File: config.mk
export PLATFORM = sky130hd
export DESIGN_NAME = instr_encoder_writer
export DESIGN_NICKNAME = d
export VERILOG_FILES = /design/src/rtl/instr_enc_pkg.sv /design/src/rtl/instr_enc_fifo.sv /design/src/rtl/instr_encoder_writer.sv
export SDC_FILE = /design/constraint.sdc
export NUM_CORES = 1
export LEC_CHECK = 0
export CORE_UTILIZATION = 55
export DETAILED_ROUTE_END_ITERATION = 8
export PLACE_DENSITY = 0.83
export SYNTH_ARGS = -nofsm -noshare
export SYNTH_HDL_FRONTEND = slang
export SYNTH_SLANG_ARGS = --single-unit
File: constraint.sdc
create_clock -name clk -period 7.8 [get_ports clk]
set_clock_uncertainty 0.15 [all_clocks]
set_input_delay 0.78 -clock clk [delete_from_list [all_inputs] [get_ports clk]]
set_output_delay 0.78 -clock clk [all_outputs]
set_load 0.1 [all_outputs]
File: src/rtl/instr_enc_pkg.sv
// Shared definitions for the instruction encoder/writer: format codes, FSM states,
// big-endian [0:31] field positions and the field-packing function.
package instr_enc_pkg;

  typedef enum logic [1:0] {
    FMT_R   = 2'd0,
    FMT_I   = 2'd1,
    FMT_J   = 2'd2,
    FMT_RSV = 2'd3
  } fmt_e;

  typedef enum logic [1:0] {
    ST_IDLE  = 2'd0,
    ST_RUN   = 2'd1,
    ST_DRAIN = 2'd2,
    ST_DONE  = 2'd3
  } state_e;

  // Bit 0 is the MSB of the word, matching the decoder's layout.
  typedef logic [0:31] word_t;

  localparam int OPC_MSB   = 0;
  localparam int OPC_LSB   = 4;
  localparam int RS_MSB    = 5;
  localparam int RS_LSB    = 9;
  localparam int RT_MSB    = 10;
  localparam int RT_LSB    = 14;
  localparam int RD_MSB    = 15;
  localparam int RD_LSB    = 19;
  localparam int FUNCT_MSB = 20;
  localparam int FUNCT_LSB = 31;
  localparam int IMM_MSB   = 15;
  localparam int IMM_LSB   = 31;
  localparam int TGT_MSB   = 5;
  localparam int TGT_LSB   = 31;

  function automatic word_t pack_word(
    input fmt_e        fmt,
    input logic [4:0]  opcode,
    input logic [4:0]  rs,
    input logic [4:0]  rt,
    input logic [4:0]  rd,
    input logic [11:0] funct,
    input logic [16:0] imm,
    input logic [26:0] target
  );
    word_t w;
    w = '0;
    w[OPC_MSB:OPC_LSB] = opcode;
    case (fmt)
      FMT_I: begin
        w[RS_MSB:RS_LSB]   = rs;
        w[RT_MSB:RT_LSB]   = rt;
        w[IMM_MSB:IMM_LSB] = imm;
      end
      FMT_J: begin
        w[TGT_MSB:TGT_LSB] = target;
      end
      default: begin
        // Reserved format shares the R-type layout.
        w[RS_MSB:RS_LSB]       = rs;
        w[RT_MSB:RT_LSB]       = rt;
        w[RD_MSB:RD_LSB]       = rd;
        w[FUNCT_MSB:FUNCT_LSB] = funct;
      end
    endcase
    return w;
  endfunction

endpackage

File: src/rtl/instr_enc_fifo.sv
// Show-ahead synchronous FIFO for encoded words; head entry is visible on rdata_o
// whenever empty_o is low.
module instr_enc_fifo #(
  parameter int DEPTH = 4,
  parameter int W     = 32
) (
  input  logic         clk,
  input  logic         rst_n,
  input  logic         push_i,
  input  logic [W-1:0] wdata_i,
  input  logic         pop_i,
  output logic [W-1:0] rdata_o,
  output logic         full_o,
  output logic         empty_o
);

  localparam int AW = $clog2(DEPTH);

  logic [W-1:0] mem_q [DEPTH];
  logic [AW:0]  wr_ptr_q, wr_ptr_d;
  logic [AW:0]  rd_ptr_q, rd_ptr_d;
  logic         do_push, do_pop;

  // Extra pointer MSB distinguishes full from empty when the indices match.
  assign empty_o = (wr_ptr_q == rd_ptr_q);
  assign full_o  = (wr_ptr_q[AW] != rd_ptr_q[AW]) && (wr_ptr_q[AW-1:0] == rd_ptr_q[AW-1:0]);
  assign do_push = push_i && !full_o;
  assign do_pop  = pop_i && !empty_o;
  assign rdata_o = mem_q[rd_ptr_q[AW-1:0]];

  always_comb begin
    wr_ptr_d = wr_ptr_q;
    rd_ptr_d = rd_ptr_q;
    if (do_push) wr_ptr_d = wr_ptr_q + 1'b1;
    if (do_pop)  rd_ptr_d = rd_ptr_q + 1'b1;
  end

  always_ff @(posedge clk) begin
    if (do_push) mem_q[wr_ptr_q[AW-1:0]] <= wdata_i;
  end

  always_ff @(posedge clk or negedge rst_n) begin
    if (!rst_n) begin
      wr_ptr_q <= '0;
      rd_ptr_q <= '0;
    end else begin
      wr_ptr_q <= wr_ptr_d;
      rd_ptr_q <= rd_ptr_d;
    end
  end

endmodule

File: src/rtl/instr_encoder_writer.sv
// Packs instruction field bundles into words and streams them to instruction memory.
// Optional macro INSTR_ENC_CHECK_EN: drops reserved-format bundles and flags them on err.
module instr_encoder_writer
  import instr_enc_pkg::*;
#(
  parameter int ADDR_W     = 10,
  parameter int FIFO_DEPTH = 4
) (
  input  logic              clk,
  input  logic              rst_n,
  input  logic              start,
  input  logic [ADDR_W-1:0] base_addr,
  input  logic              in_valid,
  output logic              in_ready,
  input  logic              in_last,
  input  logic [1:0]        in_fmt,
  input  logic [4:0]        in_opcode,
  input  logic [4:0]        in_rs,
  input  logic [4:0]        in_rt,
  input  logic [4:0]        in_rd,
  input  logic [11:0]       in_funct,
  input  logic [16:0]       in_imm,
  input  logic [26:0]       in_target,
  output logic              mem_wr_en,
  input  logic              mem_wr_ready,
  output logic [ADDR_W-1:0] mem_addr,
  output logic [31:0]       mem_wdata,
  output logic              busy,
  output logic              done,
`ifdef INSTR_ENC_CHECK_EN
  output logic              err,
`endif
  output logic [ADDR_W:0]   words_written
);

  state_e            state_q, state_d;
  logic [ADDR_W-1:0] addr_q, addr_d;
  logic [ADDR_W:0]   cnt_q, cnt_d;
  logic              accept, push, wr_hs;
  logic              fifo_full, fifo_empty;
  logic [31:0]       fifo_rdata;
  word_t             packed_w;

  assign packed_w = pack_word(fmt_e'(in_fmt), in_opcode, in_rs, in_rt, in_rd,
                              in_funct, in_imm, in_target);

  assign in_ready  = (state_q == ST_RUN) && !fifo_full;
  assign accept    = in_valid && in_ready;
  assign mem_wr_en = !fifo_empty && ((state_q == ST_RUN) || (state_q == ST_DRAIN));
  assign wr_hs     = mem_wr_en && mem_wr_ready;
  assign busy      = (state_q != ST_IDLE);
  assign done      = (state_q == ST_DONE);
  assign mem_addr  = addr_q;
  assign words_written = cnt_q;
  // Gated so the uninitialised buffer never shows on the bus.
  assign mem_wdata = mem_wr_en ? fifo_rdata : 32'd0;

`ifdef INSTR_ENC_CHECK_EN
  logic err_q, err_d;
  assign err  = err_q;
  assign push = accept && (fmt_e'(in_fmt) != FMT_RSV);
`else
  assign push = accept;
`endif

  instr_enc_fifo #(
    .DEPTH (FIFO_DEPTH),
    .W     (32)
  ) u_fifo (
    .clk     (clk),
    .rst_n   (rst_n),
    .push_i  (push),
    .wdata_i (packed_w),
    .pop_i   (wr_hs),
    .rdata_o (fifo_rdata),
    .full_o  (fifo_full),
    .empty_o (fifo_empty)
  );

  always_comb begin
    state_d = state_q;
    addr_d  = addr_q;
    cnt_d   = cnt_q;
`ifdef INSTR_ENC_CHECK_EN
    err_d   = err_q;
    if (accept && (fmt_e'(in_fmt) == FMT_RSV)) err_d = 1'b1;
`endif
    if (wr_hs) begin
      addr_d = addr_q + ADDR_W'(1);
      cnt_d  = (&cnt_q) ? cnt_q : cnt_q + (ADDR_W + 1)'(1);
    end
    case (state_q)
      ST_IDLE: begin
        if (start) begin
          state_d = ST_RUN;
          addr_d  = base_addr;
          cnt_d   = '0;
`ifdef INSTR_ENC_CHECK_EN
          err_d   = 1'b0;
`endif
        end
      end
      ST_RUN:   if (accept && in_last) state_d = ST_DRAIN;
      ST_DRAIN: if (fifo_empty) state_d = ST_DONE;
      ST_DONE:  state_d = ST_IDLE;
      default:  state_d = ST_IDLE;
    endcase
  end

  always_ff @(posedge clk or negedge rst_n) begin
    if (!rst_n) begin
      state_q <= ST_IDLE;
      addr_q  <= '0;
      cnt_q   <= '0;
`ifdef INSTR_ENC_CHECK_EN
      err_q   <= 1'b0;
`endif
    end else begin
      state_q <= state_d;
      addr_q  <= addr_d;
      cnt_q   <= cnt_d;
`ifdef INSTR_ENC_CHECK_EN
      err_q   <= err_d;
`endif
    end
  end

endmodule

==> results.ini <==
[floorplan]
ios=151
die_y_um=115
start_util=0.562
die_w_um=115
rows=41
dieArea_um2=13300
core_area_um2=12600

[worst_hold_path]
holdCritPathClass=reg -> reg
whs_path_depth=1

[timing]
hold_viol_final=0
setup_viol=0
max_freq_mhz=195
worstMarginPinSlew_ns=1.30
rsz0062_at_grt=no
period_share=0.656
fin_setup_tns_ns=0
maxSlewHeadroom=0.130
drv_slew=0
period_minus_slack_ns=5.12

[global_route]
grt_first_pass_wirelength_um=23900
grt_pass1_vias=4732
grt_max_degree=37
grt-ovfl-total=0
met2_usage=0.428
antenna_found_initial=0
grt_use_met1=0.300
track_usage=0.248
met3_usage=0.0559
grt.busiest_layer=met2

[cts]
cts-root-buf=clkbuf_16
numCtsBuffers=17
cts_sinks=157
h-tree-depth=4
clock_latency_ns=0.41
clkTransAtPathRegs_ns=0.06
post_cts_buffers=0
ctsHoldBuffers=0
cts_resized=0
cts_max_path_buffers=2
cts_tree=built

[logic_synthesis]
synth-async-reset-ratio=0.185
synthCells=476
synth_commonest_cells=128 x edfxtp_1, 39 x nand2_1, 35 x and3_1, 32 x mux4_2, 29 x dfrtp_1
synth.most_common_cell=edfxtp_1
avgSynthCellArea_um2=14.8
yosys_warnings=0
synth-main-ff-cell=edfxtp_1
syn_area_um2=7060
ys_ff_latch=157
yosys.area.top_type_share=0.544
yosysSeqAreaShare=0.647
synth_top_area_cell=edfxtp_1
synth.top_cells.by_area=edfxtp_1 54%, dfrtp_1 10%, mux4_2 10%, and3_1 3.1%, ha_1 2.5%
synth_edf_count=128
syn-num-nets=584
synth_cell_types=45

[final_layout]
drive_gt1_frac=0.122
antenna_cells=0
layout.nets=725
area_growth_pct=30.7

[placement]
gp_congestion=0.857
port_buffers=150
hpwl_um=9530

[worst_setup_path]
startpoint_type=flip-flop
worstPathRequired_ns=6.87
worstSetupPathType=reg -> out
critical_path_peak_fanout=36
worstPathArrival_ns=4.19
crit_end=mem_wdata[12]
r2r_start=state_q[0]$_DFFE_PN0P_
timing.rr.end=words_written[4]$_DFF_PN0_
setup.worst_path.start=u_fifo.rd_ptr_q[1]$_DFFE_PN0P_
reg2reg_depth=7
end_kind=primary output
ff2ff_setup_slack_ns=4.63

[drt]
firstDrtPassIters=5
vias_per_cell=5.86
dr_total_vias=4696
wire_per_inst_um=19.4
drc_errors=0
drtIter0Drc=530
final_antenna_net_count=0
drt-total-wl_um=15500

[job]
maxCapViolCount=0

[run_status]
status=finished clean

[critical path, stage by stage (launching register included)]
cell	delay (ns)
dfrtp_2	0.96
xnor2_1	0.24
nand3_1	0.99
and3_1	0.61
clkdlybuf4s50_1	0.98
[metal layers]
| layer | wire length, µm | up-vias |
|---|---|---|
| met5 | 0 | - |
| met4 | 218 | 0 |
| met3 | 1060 | 18 |
| met2 | 8110 | 250 |
| met1 | 6130 | 2260 |
| li1 | - | 2168 |
[state kept, by name, indices dropped and copies added, names as in the netlist]
register,count
u_fifo.mem_q,128
words_written,11
mem_addr,10
u_fifo.rd_ptr_q,3
u_fifo.wr_ptr_q,3
state_q,2
[through the flow]
| step | instances | area (µm²) | hold slack [ns] | util | setup slack [ns] |
|---|---|---|---|---|---|
| finish | 802 | 9230 | 0.418 | 0.734 | 2.68 |
| global route | 802 | 9230 | 0.451 | 0.734 | 2.42 |
| CTS | 802 | 9230 | 0.416 | 0.734 | 2.66 |
| detailed placement | 770 | 8670 | 0.407 | 0.689 | 3.13 |
| global placement | 770 | 8670 | 0.394 | 0.689 | 3.30 |
| floorplan | 476 | 7060 | 0.334 | - | 4.52 |
[cell families (layout without fill, tap and decap cells)]
logic type	count (synthesis)	after routing	synth area share
DFF	157	157	0.647
adders and majority gates	14	14	0.0248
muxes	33	33	0.104
xor gates and xnor gates	11	11	0.0147
buffers and inverters	42	196	0.0262
AOI/OAI and AO/OA	90	90	0.0888
and+or+nand+nor	129	129	0.0950
[how the worst min path moves through the flow]
stage               slack, ns                              to                           start
floorplan                0.33           mem_addr[0]$_DFF_PN0_                           rst_n
global placement         0.39      words_written[7]$_DFF_PN0_      words_written[7]$_DFF_PN0_
detailed placement       0.41  u_fifo.rd_ptr_q[2]$_DFFE_PN0P_  u_fifo.rd_ptr_q[2]$_DFFE_PN0P_
CTS                      0.42      words_written[7]$_DFF_PN0_      words_written[7]$_DFF_PN0_
global route             0.45          state_q[1]$_DFFE_PN0P_          state_q[1]$_DFFE_PN0P_
finish                   0.42  u_fifo.wr_ptr_q[2]$_DFFE_PN0P_  u_fifo.wr_ptr_q[2]$_DFFE_PN0P_
[cells in the final DEF (no fill, tap or decap), types with 5 or more instances in the layout]
cell type / netlist / layout
nand3_1: 12 / 12
clkbuf_16: 0 / 17
o31ai_1: 5 / 5
a22o_1: 10 / 10
inv_6: 0 / 6
ha_1: 14 / 14
and3_1: 35 / 35
xnor2_1: 7 / 7
a31oi_1: 12 / 12
clkdlybuf4s50_1: 0 / 150
or3_1: 5 / 5
inv_1: 11 / 11
dfrtp_1: 29 / 27
nand2_1: 39 / 39
o21ai_0: 24 / 24
or4_1: 7 / 7
a22oi_1: 17 / 17
a21oi_1: 5 / 5
mux4_2: 32 / 32
nor2_1: 17 / 17
edfxtp_1: 128 / 128
[cell type report]
class	instances	area, µm²
multi-input cells	277	2310
flip-flops and latches	157	4570
clock inverters	13	130
inverters	11	41.3
repair buffers	153	1520
clock buffers	19	433
fillers	775	3340
well taps	172	215
Power is left out: the tool's default activity adds up to more than one toggle a clock period on the data nets, which glitch-free logic cannot reach.
==> patch 1: new RTL, config.mk and constraints unchanged <==
Add a define of `INSTR_ENC_CHECK_EN`.
--- a/src/rtl/instr_encoder_writer.sv
+++ b/src/rtl/instr_encoder_writer.sv
@@ -2,2 +2,4 @@
 // Optional macro INSTR_ENC_CHECK_EN: drops reserved-format bundles and flags them on err.
+`define INSTR_ENC_CHECK_EN
+
 module instr_encoder_writer
Check against the original RTL (old outputs only; new: err): not equivalent (a bounded check fails within 4 cycles, from zero or initial values and one cycle with rst_n low).
==> patch 1 against the original RTL <==
Area after synthesis increased by 0.51%; highest routed layer is now met5; sequential cell count increased by 1; routed wire length increased by 2.7%; worst setup slack improved by 98 ps; first-iteration DRC count decreased by 18%; largest cell class unchanged; global-route usage increased by 0.95 points; register-to-register slack improved by 60 ps; cell area increased by 1.5%; hold slack got worse by 48 ps; count of clock-buffer cells in the layout decreased by 2.
Power is not shown: default switching activity piles up to over one toggle a cycle in this logic, so the estimate is an artifact.
==> patch 1: results (changes against the original RTL) <==
placement:
  place_congestion: 0.7775  # was 0.8568
  dpl_cell_area_mm2: 0.008746  # was 0.008666 mm^2
setup_path:
  cpLargestDelayFamily: "buffers and inverters"  # was simple AND/OR/NAND/NOR gates
  slowest_stage: "clkdlybuf4s50_1"  # was nand3_1
  reg2regPathDepth: 3  # was 7
  critPathCapture: "mem_wdata[23]"  # was mem_wdata[12]
  r2r_slack_ps: 4690  # was 4630 ps
hold_path:
  min_to: "u_fifo.rd_ptr_q[2]"  # was u_fifo.wr_ptr_q[2]
layout:
  multi_input_cells: 273  # was 277
  clock_cell_area_share_pct: 6.651  # was 6.101%
  final-nonclk-buf-share_pct: 16.53  # was 16.51%
  nets: 727  # was 725
  buffers: 156  # was 153
  syn_to_final_growth_pct: 31.97  # was 30.66%
  multiInputGateArea_mm2: 0.002340  # was 0.002313 mm^2
  drive_gt1_share_pct: 13.31  # was 12.22%
  design_area_mm2: 0.009369  # was 0.009229 mm^2
  final-seq-area_mm2: 0.004597  # was 0.004572 mm^2
global_routing:
  grt_pass1_wl_mm: 24.85  # was 23.94 mm
  grt_antenna_before_repair: 1  # was 0
  grt_use_total_pct: 25.79  # was 24.84%
  grt_pass1_vias: 4734  # was 4732
status:
  status: "completed"  # unchanged
synthesis:
  synth_nets: 585  # was 584
  ys_seq_area_share_pct: 64.72  # was 64.69%
  synth-seq-cells: 158  # was 157
  synth_common_cells: "edfxtp_1 (128), nand2_1 (34), nor2b_1 (33)"  # was edfxtp_1 (128), nand2_1 (39), and3_1 (35)
  postSynth.asyncResetShare_pct: 18.99  # was 18.47%
clock_tree:
  clkLatencyLatePin_ps: 430  # was 410 ps
routing:
  drt_iter0_markers: 434  # was 530
## patch 1: cells by family (layout without fill, tap and decap cells)
group	count (synthesis)	count (layout)	share of synthesized area [%]
AOI/OAI and AO/OA	89	89	8.812
xor gates and xnor gates	10	10	1.445
adders and majority gates	15	15	2.644
buffers and inverters	45	200	2.591
DFF	158	158	64.72
muxes	34	34	10.45
and+or+nand+nor	125	125	9.341
## patch 1: metrics by stage
step,setup WS [ps],hold slack [ps],std cells
floorplan,4236,334.4,476
global placement,3372,354.8,771
detailed placement,3247,363.1,771
CTS,2742,378.5,803
global route,2613,407.3,803
finish,2782,370.3,803
## patch 1: worst register-to-register path, cell delays in order (launching register included)
cell and delay (ps):
dfrtp_2 960, xnor2_1 260, a311oi_2 520, and2_2 820
## patch 1: per-layer routing
metal	track usage (%)	up-vias	share of wire, %
met5	0	-	0.082
met4	10.94	2	2.3
met3	5.805	34	6.6
met2	42.55	221	50
met1	33.31	2339	41
li1	-	2137	-
==> patch 2: new RTL, config.mk and constraints unchanged <==
Without the edit above. Re-encode `state_e` (4 states) as one-hot, 4 bits wide.
--- a/src/rtl/instr_enc_pkg.sv
+++ b/src/rtl/instr_enc_pkg.sv
@@ -11,7 +11,7 @@
 
-  typedef enum logic [1:0] {
-    ST_IDLE  = 2'd0,
-    ST_RUN   = 2'd1,
-    ST_DRAIN = 2'd2,
-    ST_DONE  = 2'd3
+  typedef enum logic [3:0] {
+    ST_IDLE  = 4'b0001,
+    ST_RUN   = 4'b0010,
+    ST_DRAIN = 4'b0100,
+    ST_DONE  = 4'b1000
   } state_e;
Formal check against the unedited RTL: same outputs for any inputs over 4 cycles, from zero or initial values and one cycle with rst_n low; so few cycles prove little.
==> patch 2 against the original RTL <==
Sequential share of layout area up 0.37 points; hold slack got worse by 25 ps; utilization barely moved; synthesized cell count decreased by 0.42%; cell area rose by 0.38%; sequential cell count increased by 2; first-iteration DRC count shrank 11%; area after synthesis is 0.57% higher; worst setup slack improved by 57 ps; routed wire length is 0.86% higher; critical path depth is 1 higher; critical path type unchanged; largest cell class unchanged.
==> patch 2: results (changes against the original RTL) <==
placement:
  place_congestion: 0.8781  # was 0.8568
  io_buffers: 150  # unchanged
  dp_hpwl_mm: 9.743  # was 9.533 mm
setup_path:
  slowest_delay_ps: 1150  # was 990 ps
  arrival_ps: 4130  # was 4190 ps
  cpLargestDelayFamily: "buffers and inverters"  # was simple AND/OR/NAND/NOR gates
  r2r_start: "u_fifo.rd_ptr_q[1]"  # was state_q[0]
  slowest_stage: "clkdlybuf4s50_1"  # was nand3_1
  cp_max_fo: 48  # was 36
synthesis:
  synth_common_cells: "edfxtp_1 (128), and2_1 (38), nand2_1 (38)"  # was edfxtp_1 (128), nand2_1 (39), and3_1 (35)
  postSynth.asyncResetShare_pct: 19.50  # was 18.47%
  synthTopCellsByArea: "edfxtp_1 (54%), dfrtp_1 (11%), mux4_2 (10%), and2_1 (3.3%), nand2_1 (2.0%)"  # was edfxtp_1 (54%), dfrtp_1 (10%), mux4_2 (10%), and3_1 (3.1%), ha_1 (2.5%)
  ys_seq_area_share_pct: 65.05  # was 64.69%
  synth.distinct_cells: 50  # was 45
  synth_nets: 577  # was 584
  synth_edf_count: 128  # unchanged
global_routing:
  grt_max_degree: 49  # was 37
  grt_pass1_vias: 4655  # was 4732
  grt_pass1_wl_mm: 23.81  # was 23.94 mm
  grt_use_total_pct: 24.54  # was 24.84%
routing:
  wl_per_cell_um: 19.57  # was 19.36 um
  vias: 4742  # was 4696
  dr.pass1.iters: 6  # was 5
  drt_iter0_markers: 470  # was 530
clock_tree:
  cts_buffers: 17  # unchanged
  htree_levels: 4  # unchanged
  clkLatencyLatePin_ps: 420
  cts_resized: 0  # unchanged
layout:
  drive_gt1_share_pct: 12.58  # was 12.22%
  antennaDiodeCount: 0  # unchanged
  num-fill-cells: 785  # was 775
  nets: 718  # was 725
timing:
  relSlewSlack_pct: 34.01  # was 13.02%
hold_path:
  min_from: "u_fifo.wr_ptr_q[2]"  # unchanged
status:
  status: "completed"  # unchanged
pwr:
  leakagePower_nw: 3.259
==> patch 2: path summary, 6_finish.rpt <==
kind,slack (ps),depth (start not counted),to
worst max-delay path,2740,5,mem_wdata[20]
worst min-delay path,390,1,u_fifo.wr_ptr_q[2]
worst max register to register,4570,3,u_fifo.mem_q[3][18]
worst min register to register,390,1,u_fifo.wr_ptr_q[2]
max in group asynchronous,6550,2,state_q[0]
min in group asynchronous,620,2,state_q[3]
==> patch 2: per-layer routing <==
layer,global-route usage (%),routed length [um]
met1,29.56,6166
met2,42.71,7956
met3,5.962,1150
met4,9.915,383
met5,0,0
==> patch 2: kinds of logic (layout without fill, tap and decap cells) <==
logic type	count (synthesis)	count (layout)	synth area share (%)
muxes	40	40	11.31
and+or+nand+nor	134	134	10.32
xor gates and xnor gates	11	11	1.356
adders and majority gates	9	9	1.585
DFF	159	159	65.05
AOI/OAI and AO/OA	77	77	7.821
buffers and inverters	44	198	2.554
==> patch 2: stage by stage <==
step	instances	area, um^2	power, mW	utilization, %	setup slack (ps)
after global placement	768	8713	2.360	69.05	3248
after floorplan	474	7103	2.064	-	3301
after global routing	800	9264	3.253	73.41	2601
after detailed placement	768	8713	2.378	69.05	3193
after CTS	800	9264	3.153	73.41	2743
final	800	9264	3.143	73.41	2741
==> patch 2: final cells by class <==
type	count	area share (%)
Tap cell	172	2.323
Timing Repair Buffer	152	16.37
Multi-Input combinational cell	271	24.89
Inverter	14	0.5673
Sequential cell	159	49.91
Clock inverter	14	1.310
Clock buffer	18	4.633
==> patch 2: power groups by stage <==
stage                     Clock, mW  Sequential [mW]  Combinational [mW]
after floorplan                   0             1.28               0.783
after global placement            0             1.12                1.24
after detailed placement          0             1.13                1.25
after CTS                     0.776             1.11                1.27
after global routing          0.808             1.12                1.32
final                         0.770             1.11                1.26
